===== config.mk =====
export PLATFORM = sky130hd
export DESIGN_NAME = mont_precomp
export DESIGN_NICKNAME = d
export VERILOG_FILES = /design/src/rtl/mont_precomp.sv
export SDC_FILE = /design/constraint.sdc
export NUM_CORES = 1
export LEC_CHECK = 0
export BUFFER_PORTS_ARGS = -buffer_cell sky130_fd_sc_hd__clkbuf_2
export CAP_MARGIN = 25
export CORE_UTILIZATION = 50
export CTS_CLUSTER_SIZE = 40
export DETAILED_ROUTE_END_ITERATION = 10
export PLACE_DENSITY = 0.7
export SLEW_MARGIN = 10
export SYNTH_ARGS = -nofsm -noshare
export SYNTH_HDL_FRONTEND = slang
export SYNTH_SLANG_ARGS = --single-unit

===== constraint.sdc =====
create_clock -name clk -period 5.18 [get_ports clk]
set_clock_uncertainty 0.2 [all_clocks]
set_input_delay 0 -clock clk [delete_from_list [all_inputs] [get_ports clk]]
set_output_delay 0 -clock clk [all_outputs]
set_load 0.005 [all_outputs]

===== src/rtl/mont_precomp.sv =====
// Montgomery precompute: R mod n, R^2 mod n and -n^-1 mod 2^R_WIDTH for an odd modulus n.
// Build option: define MONT_PRECOMP_R2_EN to also produce r2 (otherwise r2 is tied to 0).
module mont_precomp #(
    parameter int unsigned WIDTH   = 8,
    parameter int unsigned S       = 2,
    parameter int unsigned R_WIDTH = 8
) (
    input  logic                      clk,
    input  logic                      rst,
    input  logic                      start,
    input  logic [S-1:0][WIDTH-1:0]   n,
    output logic [S-1:0][WIDTH-1:0]   mont_one,
    output logic [S-1:0][WIDTH-1:0]   r2,
    output logic [R_WIDTH-1:0]        n_prime,
    output logic                      busy,
    output logic                      done,
    output logic                      err
);

    localparam int unsigned NW = WIDTH * S;
`ifdef MONT_PRECOMP_R2_EN
    localparam int unsigned NDBL = 2 * NW;
`else
    localparam int unsigned NDBL = NW;
`endif
    localparam int unsigned IW = $clog2(R_WIDTH);
    localparam int unsigned CW = $clog2(NDBL + 1);

    // StDone holds the one-cycle done pulse and otherwise behaves exactly like StIdle.
    typedef enum logic [2:0] {StIdle, StCheck, StNprime, StDouble, StDone} state_e;

    state_e             state_q;
    logic [NW-1:0]      n_q;
    logic [R_WIDTH-1:0] y_q;
    logic [NW-1:0]      x_q;
    logic [IW-1:0]      i_q;
    logic [CW-1:0]      d_q;
    logic [NW-1:0]      mont_one_q;
    logic [R_WIDTH-1:0] n_prime_q;
    logic               busy_q;
    logic               done_q;
    logic               err_q;

    logic [R_WIDTH-1:0] prod;
    logic [R_WIDTH-1:0] y_next;
    logic [NW:0]        x_dbl;
    logic [NW-1:0]      x_next;
    logic [CW-1:0]      d_inc;

    always_comb begin
        prod   = n_q[R_WIDTH-1:0] * y_q;
        y_next = y_q;
        if (prod[i_q]) begin
            y_next[i_q] = 1'b1;
        end
        // x < n on entry, so 2x < 2n and a single subtract brings it back below n.
        x_dbl  = {x_q, 1'b0};
        x_next = (x_dbl >= {1'b0, n_q}) ? NW'(x_dbl - {1'b0, n_q}) : x_dbl[NW-1:0];
        d_inc  = d_q + CW'(1);
    end

`ifdef MONT_PRECOMP_R2_EN
    logic [NW-1:0] r2_q;

    always_ff @(posedge clk or posedge rst) begin
        if (rst) begin
            r2_q <= '0;
        end else if (state_q == StCheck && !n_q[0]) begin
            r2_q <= '0;
        end else if (state_q == StDouble && d_inc == CW'(NDBL)) begin
            r2_q <= x_next;
        end
    end

    assign r2 = r2_q;
`else
    assign r2 = '0;
`endif

    always_ff @(posedge clk or posedge rst) begin
        if (rst) begin
            state_q    <= StIdle;
            n_q        <= '0;
            y_q        <= '0;
            x_q        <= '0;
            i_q        <= '0;
            d_q        <= '0;
            mont_one_q <= '0;
            n_prime_q  <= '0;
            busy_q     <= 1'b0;
            done_q     <= 1'b0;
            err_q      <= 1'b0;
        end else begin
            done_q <= 1'b0;
            unique case (state_q)
                StIdle, StDone: begin
                    if (start) begin
                        n_q     <= n;
                        busy_q  <= 1'b1;
                        err_q   <= 1'b0;
                        state_q <= StCheck;
                    end
                end
                StCheck: begin
                    if (!n_q[0]) begin
                        mont_one_q <= '0;
                        n_prime_q  <= '0;
                        err_q      <= 1'b1;
                        done_q     <= 1'b1;
                        busy_q     <= 1'b0;
                        state_q    <= StDone;
                    end else begin
                        y_q     <= R_WIDTH'(1);
                        i_q     <= IW'(1);
                        x_q     <= (n_q == NW'(1)) ? '0 : NW'(1);
                        state_q <= StNprime;
                    end
                end
                StNprime: begin
                    y_q <= y_next;
                    if (i_q == IW'(R_WIDTH - 1)) begin
                        n_prime_q <= R_WIDTH'(0) - y_next;
                        i_q       <= '0;
                        d_q       <= '0;
                        state_q   <= StDouble;
                    end else begin
                        i_q <= i_q + IW'(1);
                    end
                end
                StDouble: begin
                    x_q <= x_next;
                    d_q <= d_inc;
                    if (d_inc == CW'(NW)) begin
                        mont_one_q <= x_next;
                    end
                    if (d_inc == CW'(NDBL)) begin
                        d_q     <= '0;
                        done_q  <= 1'b1;
                        busy_q  <= 1'b0;
                        state_q <= StDone;
                    end
                end
                default: state_q <= StIdle;
            endcase
        end
    end

    assign mont_one = mont_one_q;
    assign n_prime  = n_prime_q;
    assign busy     = busy_q;
    assign done     = done_q;
    assign err      = err_q;

endmodule


==> results.md <==
* Outcome: complete, no violations
* Nets@finish at 695
* Seq cells post-synth at 78
* Largest net degree at the start of global routing at 79
* GR Overflow Total at 0
* Critical Path Source Type: flip-flop
* Unrepaired setup endpoints after global routing: false
* Global Route Usage Sum at 24.25%
* Yosys warning count at 0
* Final setup fails at 0
* CTS tree: yes
* Post-synth EDFFs at 0
* Ant. Diodes at 0
* Setup TNS at 0 ns
* Crit end category: flip-flop
* Initial antenna violation count at 0
* RePlAce Congestion at between 0.8 and 0.9
* Die width at 103.0 um
* First-pass GRT wire length at 19600 um
* Minimum clock period at 4.692 ns
* Static Leak at 2.911 nW
* Num rows at 36
* Avg Cell Area, Syn at 9.033 um2
* Routed len/inst at 15.27 um
* Longest Clk Path Bufs at 2
* Slowest cell on crit path: fa_1
* Final worst-path cycle share at 90.59%
* Ys flop type: dfrtp_1
* Worst-skew pair later-pin latency at ~0.36 ns
* Max VDD drop at 0.2128 mV
* CTS H-tree depth at 3
* Boundary Pins at 62
* Root Buffer Master: clkbuf_8
* Library cells used by synthesis at 51
* Final hold viol count at 0
* Least-Margin Pin Slew at about 0.7 ns
* WP buf/inv at 3
* Residual DRC count at 0
* Reg clk slew, reported paths at 0.08 ns
* Mapped Cells at roughly 570
* CP Class: reg -> reg
* Crit path largest cell delay at 0.54 ns
* CP Max Fanout at 9
* Sequential area share after synthesis at 38.24%
* Max Freq at 0.2131 GHz
* Ranking of synthesized cells by area: dfrtp_1 (38%), ha_1 (8.6%), nand2_1 (6.5%)
* Yosys top cell area share at between 30% and 40%
* CP cell instances: nand2_1 -> fa_1 -> fa_1 -> inv_1 -> fa_1 -> inv_1 -> fa_1 -> inv_1 -> ha_1 -> a21oi_1 -> xnor3_1 -> xnor3_1 -> nor3_1 -> nor2_1 -> xor2_1 -> o21ai_1
* CP required at 5.22 ns
* Die H at 103.0 um
* Vias in the first global route at 4143
* DRT Pass-1 Iters at 4
* CTS Buf Count at 9
* Non-filler cells, final at 766
* Synthesis-to-layout area growth at 13.63%
* Initial DRC Count at approximately 160
* Core footprint at 0.009819 mm2
* Slew headroom at 53.05%
* Initial core utilization at 51.98%
* Synthesized area at 0.005104 mm2
* Post-synthesis async set-or-reset flop share at 100.0%
* Power Density at 493.7 mW/mm2
* CP top delay family: adder cells
* Vias at 4145
* Layout cell share with drive strength beyond 1 at between 10% and 20%
* Hold WC Path Type: in -> async
* Sink Count at between 70 and 80
* Cell mode on critical path: fa_1
* Die area at 0.01062 mm2
* Critical path data arrival time at 4.73 ns
* Placed insts at 730
* Yosys top cell by area: dfrtp_1
* DR vias/cell at ~5.4
* Dpl hpwl at 8742 um
* Post-route ant nets at 0
* Final core occ at 59.06%
* Port bufs at 45
* Final slew viol count at 0
* WL final at between 10000 and 15000 um
* Max-cap viol count at 0
* Resize count post-CTS at 0
[layer usage]
layer	up-vias	global-route usage (%)	part of all wire [%]
met4	0	7.909	2.1
li1	2017	-	-
met2	67	44.92	54
met3	18	5.220	2.8
met5	-	0	0
met1	2043	27.68	41
[stage by stage]
| stage | power (mW) | instance area, um2 | hold slack [ns] | setup slack (ns) |
|---|---|---|---|---|
| finish | 2.863 | 5799 | 0.07604 | 0.4876 |
| global route | 3.128 | 5799 | 0.1343 | 0.2840 |
| CTS | 2.867 | 5772 | 0.1678 | 0.4795 |
| detailed placement | 2.382 | 5395 | 0.01256 | 0.4880 |
| global placement | 2.331 | 5395 | 0.0003038 | 0.5518 |
| floorplan | 2.010 | 5160 | -0.1160 | 0.6376 |
[cells by family after synthesis]
| kind of cell | count (synthesis) | synth area share, % |
|---|---|---|
| simple gates | 185 | 16.57 |
| compound gates | 129 | 15.03 |
| flops | 78 | 38.24 |
| buf+inv | 75 | 6.913 |
| fa+ha+maj | 48 | 13.68 |
| xor+xnor | 31 | 5.859 |
| mux | 18 | 3.628 |
| other cells | 1 | 0.07348 |
[worst paths after layout]
path                             start  depth (start not counted)           to  slack [ns]
setup / recovery                n_q[1]                         16   n_prime[7]        0.49
hold / removal                     rst                          4   n_prime[3]        0.08
setup reg to reg                n_q[1]                         16   n_prime[7]        0.49
hold reg to reg            mont_one[8]                          2  mont_one[8]        0.29
max in group asynchronous          rst                          5       x_q[6]        4.10
min in group clk                 start                          3   state_q[2]        0.17
[worst register-to-register path, delay by kind of cell (launching register included)]
family                   cells  cell delay, ns
buffers and inverters        3            0.15
AO/OA/AOI/OAI                2            0.24
AND/OR/NAND/NOR              3            0.41
XOR/XNOR                     3            0.74
adder cells (fa/ha/maj)      5            2.31
flip-flops                   1            0.53
[area by class of cell]
type	instances	area [um2]
Clock buffer	9	123.9
Clock inverter	7	72.57
Fill cell	907	4020
Inverter	43	161.4
Multi-Input combinational cell	427	2860
Sequential cell	78	1952
Tap cell	133	166.4
Timing Repair Buffer	69	462.9
[power by group]
group	leakage (nW)	internal (mW)	switching [mW]
logic	1.78	0.598	0.857
registers	1.04	0.779	0.167
clock network	0.0960	0.224	0.238
[cells in the mapped netlist (2+ instances only)]
master	instances
o21a_1	5
clkbuf_1	15
o21ai_1	19
or2_2	2
nand3_1	13
nand2_1	88
a211oi_1	2
nand3b_1	3
nor4_1	4
a311oi_1	2
mux2_2	4
ha_1	35
fa_1	13
buf_4	16
nor3_1	7
o31ai_1	8
a31oi_1	6
xor2_1	9
nand4_1	5
a21oi_1	25
dfrtp_1	78
nand2b_1	2
nor2b_1	7
xnor2_1	20
or3_1	2
xnor3_1	2
and2_1	17
inv_1	42
nor2_1	30
a21o_1	7
o21ai_0	44
mux2i_1	14
[cell usage in the layout, fill, tap and decap left out, drive strengths merged, types with 2 or more instances in the layout]
cell type / n
a211oi: 3
clkbuf: 54
nand3b: 3
a31oi: 6
ha: 35
o31ai: 8
nor4: 4
inv: 44
or2: 3
xnor3: 2
a31o: 2
nand2b: 2
nand3: 13
clkinvlp: 2
xor2: 9
dlygate4sd3: 18
nand2: 88
conb: 16
a311oi: 2
buf: 6
a21o: 7
clkinv: 3
and2: 18
dfrtp: 78
nor3: 7
o21a: 5
a21oi: 26
mux2i: 14
nor2: 30
fa: 13
xnor2: 20
nand4: 5
o21ai: 65
nor2b: 7
or3: 2
mux2: 4
[flip-flops by register name (all words and copies together), names as in the netlist, 3 cells and up]
register,cells
d_q,5
y_q,8
state_q,3
x_q,16
n_prime,8
n_q,16
mont_one,16
i_q,3
[timing repair]
action                                 CTS  global route
hold buffers                            18             0
endpoints found under the hold margin   97             0
setup buffers                            0             0
Note: power is estimated with default switching activity, not from simulation.
